## src/rtl/game_pkg.sv

```systemverilog
// game_pkg: shared state encoding, winner codes and timing defaults for the game timer
package game_pkg;

    typedef enum logic [2:0] {IDLE, ARMED, RUN_A, RUN_B, PAUSE, DONE} state_e;

    localparam logic [1:0] WIN_NONE = 2'b00;
    localparam logic [1:0] WIN_A    = 2'b01;
    localparam logic [1:0] WIN_B    = 2'b10;

    localparam int unsigned LOAD_SHORT_DEF = 100;
    localparam int unsigned LOAD_LONG_DEF  = 300;
    localparam int unsigned WARN_TH_DEF    = 50;

    function automatic logic [1:0] win_of(input logic loser_is_a);
        return loser_is_a ? WIN_B : WIN_A;
    endfunction

endpackage

```

## src/rtl/move_counter.sv

```systemverilog
// move_counter: per-player countdown with load, decrement enable, hold at zero and warning flag
module move_counter import game_pkg::*; #(
    parameter int unsigned CNT_W   = 10,
    parameter int unsigned WARN_TH = WARN_TH_DEF
) (
    input  logic             clk,
    input  logic             clr_n,
    input  logic             load,
    input  logic             dec,
    input  logic [CNT_W-1:0] load_val,
    output logic [CNT_W-1:0] cnt,
    output logic             zero_next,
    output logic             warn
);

    logic [CNT_W-1:0] cnt_q, cnt_d;

    // load wins over decrement; decrement stops at zero so the count never wraps
    always_comb cnt_d = load ? load_val : (dec && cnt_q != '0) ? cnt_q - CNT_W'(1) : cnt_q;

    // count register
    always_ff @(posedge clk or negedge clr_n)
        if (!clr_n) cnt_q <= '0;
        else cnt_q <= cnt_d;

    assign cnt       = cnt_q;
    assign zero_next = cnt_q == CNT_W'(1);
    assign warn      = cnt_q != '0 && cnt_q <= CNT_W'(WARN_TH);

endmodule

```

## src/rtl/game_turn_ctrl.sv

```systemverilog
// game_turn_ctrl: chess-clock turn FSM; define GAME_PAUSE_EN to build the pause feature
module game_turn_ctrl import game_pkg::*; #(
    parameter int unsigned CNT_W      = 10,
    parameter int unsigned LOAD_SHORT = LOAD_SHORT_DEF,
    parameter int unsigned LOAD_LONG  = LOAD_LONG_DEF,
    parameter int unsigned WARN_TH    = WARN_TH_DEF
) (
    input  logic             clk,
    input  logic             clr_n,
    input  logic             tick,
    input  logic             mode,
    input  logic             start,
    input  logic             btn_a,
    input  logic             btn_b,
    input  logic             concede_a,
    input  logic             concede_b,
    input  logic             pause_req,
    output logic [CNT_W-1:0] cnt_a,
    output logic [CNT_W-1:0] cnt_b,
    output logic             run_a,
    output logic             run_b,
    output logic             paused,
    output logic             warn_a,
    output logic             warn_b,
    output logic [1:0]       winner,
    output logic             game_over
);

    if ((LOAD_LONG >> CNT_W) != 0 || (LOAD_SHORT >> CNT_W) != 0) begin : g_load_fit
        $error("game_turn_ctrl: move load does not fit in CNT_W bits");
    end

    state_e           state_q, state_d;
    logic             mode_q, mode_d;
    logic [1:0]       winner_q, winner_d;
    logic             load_a, load_b, dec_a, dec_b;
    logic             zero_a, zero_b, warn_a_c, warn_b_c;
    logic             live;
    logic [CNT_W-1:0] load_val;

`ifdef GAME_PAUSE_EN
    logic             who_q, who_d;
`else
    logic             unused_pause;
    assign unused_pause = pause_req;
`endif

    assign live     = state_q inside {ARMED, RUN_A, RUN_B, PAUSE};
    assign load_val = (start ? mode : mode_q) ? CNT_W'(LOAD_LONG) : CNT_W'(LOAD_SHORT);

    // next state with priority start > concede > timeout > btn > pause_req > tick
    always_comb begin
        state_d  = state_q;
        mode_d   = mode_q;
        winner_d = winner_q;
        load_a   = 1'b0;
        load_b   = 1'b0;
        dec_a    = 1'b0;
        dec_b    = 1'b0;
`ifdef GAME_PAUSE_EN
        who_d    = who_q;
`endif
        if (start) begin
            mode_d   = mode;
            load_a   = 1'b1;
            load_b   = 1'b1;
            winner_d = WIN_NONE;
            state_d  = ARMED;
        end else if (live && (concede_a ^ concede_b)) begin
            winner_d = win_of(concede_a);
            state_d  = DONE;
        end else if (state_q == RUN_A) begin
            if (tick && zero_a) begin
                dec_a    = 1'b1;
                winner_d = WIN_B;
                state_d  = DONE;
            end else if (btn_a) begin
                load_b  = 1'b1;
                state_d = RUN_B;
            end
`ifdef GAME_PAUSE_EN
            else if (pause_req) begin
                who_d   = 1'b0;
                state_d = PAUSE;
            end
`endif
            else dec_a = tick;
        end else if (state_q == RUN_B) begin
            if (tick && zero_b) begin
                dec_b    = 1'b1;
                winner_d = WIN_A;
                state_d  = DONE;
            end else if (btn_b) begin
                load_a  = 1'b1;
                state_d = RUN_A;
            end
`ifdef GAME_PAUSE_EN
            else if (pause_req) begin
                who_d   = 1'b1;
                state_d = PAUSE;
            end
`endif
            else dec_b = tick;
        end else if (state_q == ARMED) begin
            if (btn_a && !btn_b) state_d = RUN_B;
            else if (btn_b && !btn_a) state_d = RUN_A;
        end
`ifdef GAME_PAUSE_EN
        else if (state_q == PAUSE && pause_req) state_d = who_q ? RUN_B : RUN_A;
`endif
    end

    // state, latched game mode and result registers
    always_ff @(posedge clk or negedge clr_n)
        if (!clr_n) begin
            state_q  <= IDLE;
            mode_q   <= 1'b0;
            winner_q <= WIN_NONE;
        end else begin
            state_q  <= state_d;
            mode_q   <= mode_d;
            winner_q <= winner_d;
        end

`ifdef GAME_PAUSE_EN
    // which player resumes when the pause ends
    always_ff @(posedge clk or negedge clr_n)
        if (!clr_n) who_q <= 1'b0;
        else who_q <= who_d;
    assign paused = state_q == PAUSE;
`else
    assign paused = 1'b0;
`endif

    move_counter #(.CNT_W(CNT_W), .WARN_TH(WARN_TH)) u_cnt_a (
        .clk(clk), .clr_n(clr_n), .load(load_a), .dec(dec_a), .load_val(load_val),
        .cnt(cnt_a), .zero_next(zero_a), .warn(warn_a_c)
    );

    move_counter #(.CNT_W(CNT_W), .WARN_TH(WARN_TH)) u_cnt_b (
        .clk(clk), .clr_n(clr_n), .load(load_b), .dec(dec_b), .load_val(load_val),
        .cnt(cnt_b), .zero_next(zero_b), .warn(warn_b_c)
    );

    assign run_a     = state_q == RUN_A;
    assign run_b     = state_q == RUN_B;
    assign warn_a    = run_a && warn_a_c;
    assign warn_b    = run_b && warn_b_c;
    assign winner    = winner_q;
    assign game_over = state_q == DONE;

endmodule

```

## config.mk

```make
export PLATFORM = sky130hd
export DESIGN_NAME = game_turn_ctrl
export DESIGN_NICKNAME = d
export VERILOG_FILES = /design/src/rtl/game_pkg.sv /design/src/rtl/move_counter.sv /design/src/rtl/game_turn_ctrl.sv
export SDC_FILE = /design/constraint.sdc
export NUM_CORES = 1
export LEC_CHECK = 0
export BUFFER_PORTS_ARGS = -buffer_cell sky130_fd_sc_hd__buf_2
export CORE_MARGIN = 3
export CORE_UTILIZATION = 25
export CTS_BUF_LIST = sky130_fd_sc_hd__clkbuf_4 sky130_fd_sc_hd__clkbuf_8 sky130_fd_sc_hd__clkbuf_16
export DETAILED_ROUTE_END_ITERATION = 16
export PLACE_DENSITY_LB_ADDON = 0.08
export SLEW_MARGIN = 20
export SYNTH_ARGS = -nofsm -noshare
export SYNTH_HDL_FRONTEND = slang
export SYNTH_SLANG_ARGS = --single-unit
```

## constraint.sdc

```tcl
create_clock -name clk -period 2.1 [get_ports clk]
set_clock_uncertainty 0.2 [all_clocks]
set_input_delay 0.21 -clock clk [delete_from_list [all_inputs] [get_ports clk]]
set_output_delay 0.21 -clock clk [all_outputs]
set_load 0.01 [all_outputs]
```

==> metrics.md, run 1 <==
| Metric | Value |
|---|---|
| Skew-Pair Late Insertion Delay | between 200 and 300 ps |
| Slowest stage delay, CP | between 500 and 600 ps |
| Initial Util | about a quarter |
| Final setup fails | 0 |
| Pin count of the biggest net entering global routing | 27 |
| Post-DRT Antenna Nets | 0 |
| Critical path launch point | u_cnt_b.cnt[5]$_DFFE_PN0P_ |
| Prevailing post-synth register cell | dfrtp_1 |
| Post-Syn Instances | between 150 and 200 |
| Setup TNS | 0 ps |
| Synth-to-Final Area Change | 53.12% |
| # DRC | 0 |
| Max_slew headroom | roughly 56% |
| Status | finished, final reports clean |
| N_diodes | 0 |
| RSZ-0062 raised after global routing | true |
| GRT overflow | 0 |
| Cts bufs inserted | 3 |
| R2R Path End | u_cnt_b.cnt[7]$_DFFE_PN0P_ |
| Count of final max-slew check failures | 0 |
| Min Clock Period, post-route | approximately 2100 ps |
| Int Power | between 0.0008 and 0.0009 W |
| Drt pass-1 iters | 4 |
| FMAX | roughly 480 MHz |
| Cells after DPL | around 360 |
| Clk pin slew, worst setup/hold paths | about 100 ps |
| Die outline width | around 90 um |
| Hold path cells | 2 |
| Comb pwr share | about 29% |
| H-tree Lvls | 1 |
| Clock sink count | 26 |
| Worst slack, placed | 2.822 ps |
| Total routed wirelength | roughly 5.3 mm |
| Reg2reg start | u_cnt_b.cnt[5]$_DFFE_PN0P_ |
| Seq cells post-synth | 26 |
| Ys async rst share | 100.0% |
| Post-DP HPWL | around 3.9 mm |
| Total track usage | between 10% and 20% |
| Fillers | 727 |
| Peak supply drop | 0.2216 mV |
| First-pass GRT wire length | roughly 8.5 mm |
| Period utilization | 98.80% |
| Seq pwr share | 43.4% |
| P_leak | ~1.2 nW |
| Drt wl/cell | 13.85 um |
| Ports | 38 |
| Share of cells above drive strength 1 | 47.00% |
| Worst-margin pin slew | 652.9 ps |
| Post-synth EDFFs | 0 |
| Area contributors post-synth | dfrtp_1 36%, ha_1 6.2%, xor2_1 4.4% |
| Area share of the largest cell type after synthesis | 36.06% |
| Power Total | around 0.0013 W |
| Syn Area/Cell | roughly 9.4 sq um |
| Synth warnings | 0 |
| Distinct cell type count after synthesis | 51 |
| Routability-driven placement congestion ratio | between 0.7 and 0.8 |
| Hold crit path type | input port to flop |
| R2r setup slk | 30 ps |
| Crit path cell chain | nor4_4, a31o_4, nand4_1, or4_1, nand2_1 |
| Die area | 0.008272 sq mm |
| CTS Root Cell | clkbuf_8 |
| Port Buf Inserts | 35 |
| Worst hold endpoint | mode_q$_DFF_PN0_ |
| Clk buf depth | 2 |
| Core ar. | 0.006907 sq mm |
| Hold_sp | mode |
| Setup ws final | about 25 ps |
| P per Cell Area | roughly 460 mW/mm^2 |
| Clk pwr share | between 20% and 30% |
| Slowest stage cell, crit path | or4_1 |
| Cell Area, Synth | ~0.0018 sq mm |
| Setup crit start kind | flop |
| Setup crit end kind | flop |
| Via density per instance | ~4.7 |
| Initial antenna violation count | 0 |
| Switching Fraction | between 30% and 40% |
| DR iter-0 viols | 70 |
| Number of global-route vias before repair | around 1800 |
| Seq/Total Area, Yosys | approximately 36% |
| Vias | 1776 |
| Max cap viols | 0 |
| CTS tree | done |
| Synth Net Count | ~210 |
| Switching pwr | around 0.0004 W |
| Setup CP Type | flop to flop |
| WP data arrival | approximately 2100 ps |
| Largest area contributor in the netlist | dfrtp_1 |
| Die height | between 90 and 100 um |
| Crit path max fanout | 4 |
| Finished Layout Cells | 379 |
| Reg2Reg Depth | 5 |
| Final Hold Fails | 0 |
| # nets final | 303 |
| Standard-cell rows | 30 |
| WP data required | around 2100 ps |
## registers in the layout, summed over array words and instances (netlist names)
signal,count
winner,2
u_cnt_a.cnt,10
state_q,3
mode_q,1
u_cnt_b.cnt,10
## stage by stage
step	hold WS, ps	instance area (sq um)	utilization [%]
after floorplan	-285.6	1807	-
after global placement	84.60	2420	35.04
after detailed placement	88.95	2420	35.04
after CTS	9.349	2516	36.43
after global routing	13.76	2763	40.00
final	6.585	2763	40.00
## critical path, delay by kind of cell, from the launching register on
kind,cells,cell delay (ps)
AO/OA/AOI/OAI,1,230
flip-flops,1,420
AND/OR/NAND/NOR,4,1180
## metal layers
metal  global-route usage [%]  vias up  routed length, um
li1                         -      895                  -
met1                    16.19      852               2466
met2                    21.28       27               2578
met3                    2.651        2                177
met4                    3.141        0                 29
met5                        0        -                  0
## worst max-delay path by stage
stage                                             to  cells past startpoint
after floorplan           u_cnt_b.cnt[9]$_DFFE_PN0P_                      5
after global placement    u_cnt_b.cnt[8]$_DFFE_PN0P_                      6
after detailed placement  u_cnt_b.cnt[8]$_DFFE_PN0P_                      6
after CTS                 u_cnt_b.cnt[7]$_DFFE_PN0P_                      6
after global routing           winner[1]$_DFFE_PN0P_                      7
final                     u_cnt_b.cnt[7]$_DFFE_PN0P_                      5
## layout by cell type, fill, tap and decap left out, types with 4 or more instances in the layout
| master | count |
|---|---|
| inv_1 | 7 |
| dfrtp_1 | 23 |
| a21o_1 | 4 |
| nor3_1 | 6 |
| nor2_1 | 11 |
| nand2_1 | 13 |
| nor4_4 | 4 |
| ha_1 | 9 |
| nor2b_1 | 5 |
| buf_2 | 35 |
| nor2_4 | 4 |
| xor2_1 | 7 |
| o21ai_0 | 5 |
| clkbuf_8 | 4 |
| or3_1 | 4 |
| nand4_1 | 10 |
| xnor2_1 | 4 |
| a21oi_1 | 8 |
| buf_4 | 52 |
| nand3_1 | 5 |
## power groups by stage
stage               clock network, W  logic (W)  registers (W)
global placement                   0   0.000343       0.000564
finish                      0.000348   0.000373       0.000554
detailed placement                 0   0.000340       0.000564
global route                0.000386   0.000410       0.000559
CTS                         0.000360   0.000345       0.000554
floorplan                          0   0.000155       0.000587
## kinds of logic after synthesis
| kind of cell | share of synthesized area, % |
|---|---|
| and+or+nand+nor | 29.61 |
| AOI/OAI and AO/OA | 16.78 |
| DFF | 36.06 |
| xor gates and xnor gates | 6.311 |
| buffers and inverters | 3.052 |
| adders and majority gates | 6.241 |
| muxes | 1.734 |
| other | 0.2078 |
## what timing repair did
action | CTS | global route
endpoints found under the setup margin | 1 | 24
buffers inserted | 3 | 9
pin swaps | 6 | 24
hold buffers | 1 | 0
endpoints found under the hold margin | 26 | 0
resized for setup | 1 | 37
## area by class of cell
type	instances	area [sq um]	area share, %
multi-input combinational	153	1274	46.11
sequential	26	654.4	23.69
timing repair buffer	92	629.4	22.78
tap	96	120.1	4.348
clock buffer	4	55.05	1.993
inverter	8	30.03	1.087
## cells in the mapped netlist (4+ instances only)
master,number
dfrtp_1,26
o21ai_0,5
nand4_1,10
xor2_1,9
nand2_1,13
nor3_1,6
inv_1,8
xnor2_1,4
nand3_1,7
a21oi_1,10
ha_1,9
nor2b_1,6
or3_1,4
nor2_1,15
a21o_1,5
(Power assumes the default switching activity.)
==> inputs of run 2 (changes only) <==
--- a/config.mk
+++ b/config.mk
@@ -12,3 +12,3 @@
 export DETAILED_ROUTE_END_ITERATION = 16
-export PLACE_DENSITY_LB_ADDON = 0.08
+export PLACE_DENSITY_LB_ADDON = 0.2
 export SLEW_MARGIN = 20
==> constraint.sdc (replaced) <==
create_clock -name clk -period 2.1 [get_ports clk]
set_clock_uncertainty 0.2 [all_clocks]
set_input_delay 0.105 -clock clk [delete_from_list [all_inputs] [get_ports clk]]
set_output_delay 0.105 -clock clk [all_outputs]
set_load 0.01 [all_outputs]
==> run 2 against run 1 <==
Wire length is 8.4% lower; sequential cell count is the same; final area is 9.2% lower; maximum frequency shrank 0.29%; highest routed layer unchanged; critical endpoint unchanged; non-clock buffer count is 14 lower; largest cell class unchanged; register-to-register slack barely moved.
==> metrics.md, run 2 (synthesis gave the netlist of run 1 again) <==
| Metric | Value |
|---|---|
| Period utilization | 99.08% (+0.28 points) |
| WP data arrival | 2100 ps (about the same) |
| Count of final max-slew check failures | 0 (unchanged) |
| # DRC | 0 (unchanged) |
| Clock sink count | 26 (unchanged) |
| R2r setup slk | 20 ps (about the same) |
| N_diodes | 0 (unchanged) |
| Switching pwr | 0.0003737 W (-7.8%) |
| Post-DP HPWL | 3.753 mm (-3.7%) |
| Total routed wirelength | 4.809 mm (-8.4%) |
| Crit path max fanout | 5 (+1) |
| Vias | 1734 (-2.4%) |
| RSZ-0062 raised after global routing | true |
| Setup crit end kind | flop |
| Storage element area | 653.1 sq um (-0.19%) |
| Reg2Reg Depth | 5 (unchanged) |
| Total track usage | 12.17% (-0.37 points) |
| Synth-to-Final Area Change | 39.04% |
| Slowest stage cell, crit path | or4_1 |
| Post-DRT Antenna Nets | 0 (unchanged) |
| Seq pwr share | 42.4% (-1.0 points) |
| Die outline width | 90.95 um (unchanged) |
| Switching Fraction | 28.47% (-3.3 points) |
| Final core area utilization | 36.32% (-3.7 points) |
| Commonest non-fill, non-tap cell in the layout | buf_4 |
| Drt wl/cell | 13.18 um (-4.9%) |
| R2R Path End | u_cnt_b.cnt[7]$_DFFE_PN0P_ |
| # nets final | 289 (-4.6%) |
| Crit path to | u_cnt_b.cnt[7]$_DFFE_PN0P_ |
| Max_slew headroom | 60.21% (+3.7 points) |
| Number of global-route vias before repair | 1746 (-0.40%) |
| Finished Layout Cells | 365 (-3.7%) |
| First-pass GRT wire length | 8.286 mm (-2.9%) |
| Core ar. | 0.006907 sq mm (unchanged) |
| Fillers | 770 (+5.9%) |
| Initial Util | 26.12% (unchanged) |
| FMAX | 480.6 MHz (-0.29%) |
| GRT overflow | 0 (unchanged) |
| Clk pwr share | 32.1% (+4.8 points) |
| CTS Root Cell | clkbuf_8 |
| Setup TNS | 0 ps (unchanged) |
| Skew-Pair Late Insertion Delay | 270 ps (about the same) |
| Min Clock Period, post-route | 2081 ps (+5.950 ps) |
| Cts bufs inserted | 3 (unchanged) |
| WP data required | 2120 ps (about the same) |
| Final setup fails | 0 (unchanged) |
| Cells after DPL | 354 (-2.2%) |
| Area of the multi-input gates | 0.001125 sq mm (-12%) |
| P_leak | 1.099 nW (-7.1%) |
| H-tree Lvls | 1 (unchanged) |
| CTS tree | done |
| Setup crit start kind | flop |
| Pin count of the biggest net entering global routing | 27 (unchanged) |
| Port Buf Inserts | 35 (unchanged) |
| Power Total | 0.001312 W (+2.9%) |
| Hold crit path type | input port to flop |
| Share of cells above drive strength 1 | 35.69% (-11 points) |
| Int Power | 0.0009388 W (+7.9%) |
| DR iter-0 viols | 48 (-31%) |
| Max cap viols | 0 (unchanged) |
| Setup ws final | 19.25 ps (-5.950 ps) |
| Worst slack, placed | 14.47 ps (+11.65 ps) |
| Worst-margin pin slew | 596.8 ps (-56.10 ps) |
| Clk buf depth | 2 (unchanged) |
| Reg2reg start | u_cnt_b.cnt[1]$_DFFE_PN0P_ |
| Setup CP Type | flop to flop |
| Peak supply drop | 0.2427 mV (+9.5%) |
| Final Hold Fails | 0 (unchanged) |
| Via density per instance | 4.751 (+1.4%) |
| Routability-driven placement congestion ratio | 0.7941 (+0.25%) |
| Drt pass-1 iters | 5 (+1) |
| Most frequent cells in the layout | 39 x buf_4, 35 x buf_2, 24 x dfrtp_1 |
| Critical path launch point | u_cnt_b.cnt[1]$_DFFE_PN0P_ |
| Status | finished, final reports clean |
| Crit path cell chain | or3_1, nor4_1, nand4_1, or4_1, nand2_1 |
| Die height | 90.95 um (unchanged) |
| P per Cell Area | 523.2 mW/mm^2 (+13%) |
| Initial antenna violation count | 0 (unchanged) |
| Standard-cell rows | 30 (unchanged) |
| Die area | 0.008272 sq mm (unchanged) |
| Clk pin slew, worst setup/hold paths | 90 ps (about the same) |
| Comb pwr share | 25.5% (-3.8 points) |
| Slowest stage delay, CP | 510 ps (-30 ps) |
| Ports | 38 (unchanged) |
run 2: worst min path at each step:
| stage | depth (start not counted) | slack, ps | endpoint | startpoint |
|---|---|---|---|---|
| global route | 3 | 90 | u_cnt_b.cnt[2]$_DFFE_PN0P_ | btn_a |
| finish | 3 | 60 | u_cnt_b.cnt[2]$_DFFE_PN0P_ | btn_a |
| floorplan | 0 | -390 | mode_q$_DFF_PN0_ | clr_n |
| detailed placement | 1 | -40 | u_cnt_a.cnt[1]$_DFFE_PN0P_ | clr_n |
| global placement | 1 | -30 | u_cnt_a.cnt[1]$_DFFE_PN0P_ | clr_n |
| CTS | 3 | 70 | u_cnt_b.cnt[2]$_DFFE_PN0P_ | btn_a |
run 2: power groups by stage:
stage | Sequential, W | Combinational, W | Clock, W
2_1_floorplan | 0.000587 | 0.000155 | 0
6_report | 0.000557 | 0.000335 | 0.000421
5_1_grt | 0.000561 | 0.000373 | 0.000465
3_5_place_dp | 0.000566 | 0.000322 | 0
3_3_place_gp | 0.000565 | 0.000321 | 0
4_1_cts | 0.000556 | 0.000329 | 0.000442
run 2: metal layers:
metal	GRT usage [%]	vias up	part of all wire, %
met3	2.651	2	4.6
li1	-	869	-
met5	0	-	0
met2	20.29	32	46
met4	2.261	0	0.48
met1	16.28	831	49
run 2: what timing repair did:
item,in CTS,in global routing
hold endpoints to repair,30,0
hold buffers,3,0
pin swaps,0,4
endpoints found under the setup margin,1,16
resized for setup,1,5
setup buffers,0,4
run 2: per-stage QoR:
stage | hold slack [ps] | cell area, sq um
detailed placement | -40.12 | 2347
finish | 64.02 | 2509
global placement | -30.81 | 2347
floorplan | -390.6 | 1807
global route | 94.32 | 2509
CTS | 65.24 | 2457
run 2: final cells by class:
class,count,area share [%]
clock inverters,1,1.197
well taps,96,4.788
clock buffers,3,1.646
inverters,8,1.197
repair buffers,78,20.30
multi-input cells,153,44.84
flip-flops and latches,26,26.03
run 2: worst max-delay path: cells and delay by family (launching register included):
kind | cells | cell delay [ps]
flops | 1 | 430
simple gates | 5 | 1410
==> inputs of run 3 (changes only) <==
ABC_AREA = 1   (was unset)
==> run 3 against run 2 <==
Die area up 8.3%; maximum frequency grew 5.2%; worst hold slack worse by 35 ps; area after synthesis is 8.9% higher; critical path type is now flop to output pin; largest cell class unchanged; largest power group is now combinational logic; highest routed layer unchanged.
==> metrics.md, run 3 <==
| Metric | Value |
|---|---|
| Port Buf Inserts | 35 (unchanged) |
| WP data arrival | 1670 ps (-430 ps) |
| Setup CP Type | flop to output pin |
| Commonest non-fill, non-tap cell in the layout | nand2_1 |
| Most frequent cells in the layout | 66 x nand2_1, 38 x nand3_1, 35 x buf_2 |
| Pin count of the biggest net entering global routing | 27 (unchanged) |
| P_leak | 1.198 nW (+9.0%) |
| Post-DRT Antenna Nets | 0 (unchanged) |
| # nets final | 330 (+14%) |
| Routability-driven placement congestion ratio | 0.8471 (+6.7%) |
| Via density per instance | 4.491 (-5.5%) |
| Reg2reg start | u_cnt_b.cnt[1]$_DFFE_PN0P_ |
| FMAX | 505.7 MHz (+5.2%) |
| Standard-cell rows | 31 (+3.3%) |
| Xor and xnor fraction of the mapped netlist area | 3.567% (-2.7 points) |
| Setup TNS | 0 ps (unchanged) |
| Die height | 94.64 um (+4.1%) |
| Die area | 0.008957 sq mm (+8.3%) |
| Hold crit path type | input port to flop |
| Post-synth EDFFs | 0 (unchanged) |
| Critical path launch point | state_q[2]$_DFFE_PN0P_ |
| Skew-Pair Late Insertion Delay | 280 ps (about the same) |
| WP data required | 1790 ps (-330 ps) |
| Largest family of logic cells by synthesized area | simple AND/OR/NAND/NOR gates |
| Syn Area/Cell | 7.413 sq um (-21%) |
| Peak supply drop | 0.2606 mV (+7.4%) |
| Number of global-route vias before repair | 1828 (+4.7%) |
| DR iter-0 viols | 88 (+83%) |
| Prevailing post-synth register cell | dfrtp_1 |
| R2R Path End | u_cnt_b.cnt[7]$_DFFE_PN0P_ |
| Worst-margin pin slew | 655.1 ps (+58.23 ps) |
| Area contributors post-synth | dfrtp_1 33%, nand2_1 13%, nand3_1 9.7% |
| H-tree Lvls | 1 (unchanged) |
| Final setup fails | 0 (unchanged) |
| Compound-Gate Fraction of Synth Area | 6.943% (-9.8 points) |
| Seq cells post-synth | 26 (unchanged) |
| Simple-Gate Fraction of Synth Area | 42.23% (+13 points) |
| CTS Root Cell | clkbuf_8 |
| Die outline width | 94.64 um (+4.1%) |
| Total track usage | 12.43% (+0.26 points) |
| Seq/Total Area, Yosys | 33.12% (-2.9 points) |
| RSZ-0062 raised after global routing | false |
| First-pass GRT wire length | 8.983 mm (+8.4%) |
| Status | finished, final reports clean |
| Synth Area in Adders | 5.732% (-0.51 points) |
| Initial antenna violation count | 0 (unchanged) |
| Most frequently used cell type in the post-synthesis netlist | nand2_1 |
| Core ar. | 0.007447 sq mm (+7.8%) |
| Ports | 38 (unchanged) |
| Setup crit start kind | flop |
| Placed Instance Area | 0.002290 sq mm (-2.5%) |
| Reg2Reg Depth | 12 (+7) |
| Vias | 1837 (+5.9%) |
| GRT overflow | 0 (unchanged) |
| Share of cells above drive strength 1 | 28.39% (-7.3 points) |
| Cts bufs inserted | 3 (unchanged) |
| R2r setup slk | 180 ps (+160 ps) |
| Area share of the largest cell type after synthesis | 33.12% (-2.9 points) |
| CTS tree | done |
| Clk pin slew, worst setup/hold paths | 110 ps (+20 ps) |
| Setup Buffers After CTS | 0 (unchanged) |
| Clk buf depth | 2 (unchanged) |
| Period utilization | 94.16% (-4.9 points) |
| Cell Area, Synth | 0.001964 sq mm (+8.9%) |
| Total routed wirelength | 5.169 mm (+7.5%) |
| Final Hold Fails | 0 (unchanged) |
| N_diodes | 0 (unchanged) |
| Final core area utilization | 31.79% (-4.5 points) |
| Post-synthesis mux area share | 0% (-1.7 points) |
| Area of the multi-input gates | 0.001155 sq mm (+2.7%) |
| Crit path max fanout | 6 (+1) |
| Synth warnings | 0 (unchanged) |
| Clock sink count | 26 (unchanged) |
| Post-DP HPWL | 4.042 mm (+7.7%) |
| Distinct cell type count after synthesis | 33 (-35%) |
| Max cap viols | 0 (unchanged) |
| Setup crit end kind | output pin |
| Ys async rst share | 100.0% (unchanged) |
| Post-Syn Instances | 265 (+38%) |
| # DRC | 0 (unchanged) |
| P per Cell Area | 798.6 mW/mm^2 (+53%) |
| Synth-to-Final Area Change | 20.51% |
| Min Clock Period, post-route | 1977 ps (-103.5 ps) |
| Count of final max-slew check failures | 0 (unchanged) |
| Drt wl/cell | 12.64 um (-4.1%) |
| Max_slew headroom | 56.33% (-3.9 points) |
| Fillers | 856 (+11%) |
| Largest area contributor in the netlist | dfrtp_1 |
| Drt pass-1 iters | 5 (unchanged) |
| Power Total | 0.001891 W (+44%) |
| Cells after DPL | 403 (+14%) |
| Crit path to | warn_b |
| Initial Util | 26.38% (+0.25 points) |
| Finished Layout Cells | 409 (+12%) |
| Storage element area | 650.6 sq um (-0.38%) |
| Synth top cells by count | 66 x nand2_1, 38 x nand3_1, 26 x dfrtp_1 |
| Synth Net Count | 284 (+35%) |
| Final Cell Area | 0.002367 sq mm (-5.6%) |
[run 3: cell types whose count changed in the layout (fill, tap and decap cells not counted), moves of 5 or more]
| cell | previous run | this run |
|---|---|---|
| nand2_1 | 13 | 66 |
| buf_4 | 39 | 8 |
| nand3_1 | 7 | 38 |
| inv_1 | 8 | 23 |
| a21oi_1 | 10 | 2 |
| inv_2 | 0 | 8 |
| nand3_2 | 0 | 6 |
| a21o_1 | 5 | 0 |
| nand2_2 | 0 | 5 |
| nand4_1 | 10 | 5 |
| nor2_4 | 0 | 5 |
| nor2b_1 | 5 | 0 |
| o21ai_0 | 5 | 10 |
[run 3: worst min-delay path by stage]
| stage | depth (start not counted) | slack [ps] | end | startpoint |
|---|---|---|---|---|
| 2_1_floorplan | 0 | -390 | mode_q$_DFF_PN0_ | clr_n |
| 4_1_cts | 4 | 50 | mode_q$_DFF_PN0_ | mode |
| 3_5_place_dp | 1 | -10 | u_cnt_b.cnt[7]$_DFFE_PN0P_ | clr_n |
| 3_3_place_gp | 1 | -20 | u_cnt_b.cnt[7]$_DFFE_PN0P_ | clr_n |
| 6_report | 4 | 30 | mode_q$_DFF_PN0_ | mode |
| 5_1_grt | 5 | 100 | winner[1]$_DFFE_PN0P_ | concede_a |
[run 3: metrics by stage]
stage	hold WS, ps	worst slack, ps
5_1_grt	96.00	10.34
3_3_place_gp	-19.91	150.0
2_1_floorplan	-390.6	290.0
3_5_place_dp	-14.06	137.2
6_report	28.62	122.7
4_1_cts	46.57	58.00
[run 3: report_power, final]
part | switching [W] | internal, W | total (W)
Sequential | 0.000101 | 0.000588 | 0.000689
Combinational | 0.000542 | 0.000301 | 0.000843
Clock | 0.000191 | 0.000168 | 0.000359
Total | 0.000833 | 0.00106 | 0.00189
[run 3: logic make-up (layout without fill, tap and decap cells)]
| family | after synthesis | count (layout) |
|---|---|---|
| AO/OA/AOI/OAI | 22 | 22 |
| XOR/XNOR | 8 | 8 |
| adder cells (fa/ha/maj) | 9 | 9 |
| buffers and inverters | 37 | 82 |
| flip-flops | 26 | 26 |
| other | 1 | 1 |
| AND/OR/NAND/NOR | 162 | 162 |
[run 3: worst max-delay path, cell delays in order, from the launching register on]
cell	delay, ps
dfrtp_1	460
nor3_4	350
o21ai_2	130
a311oi_1	260
buf_2	190
[run 3: routing by layer]
metal / vias up / routed length, um / global-route usage, %
met4: 0 / 59 / 2.885
met1: 842 / 2637 / 18.87
met5: - / 0 / 0
met2: 33 / 2286 / 18.85
li1: 958 / - / -
met3: 4 / 186 / 1.195
[run 3: timing repair]
item / in CTS / in global routing
endpoints found under the setup margin: 0 / 6
gates resized for setup: 0 / 2
hold endpoints to repair: 30 / 0
hold buffers: 2 / 0
[run 3: area by class of cell]
type / count / area share (%)
Multi-Input combinational cell: 202 / 48.78
Sequential cell: 26 / 27.48
Timing Repair Buffer: 45 / 10.78
Inverter: 33 / 5.391
Tap cell: 99 / 5.233
Clock buffer: 4 / 2.326
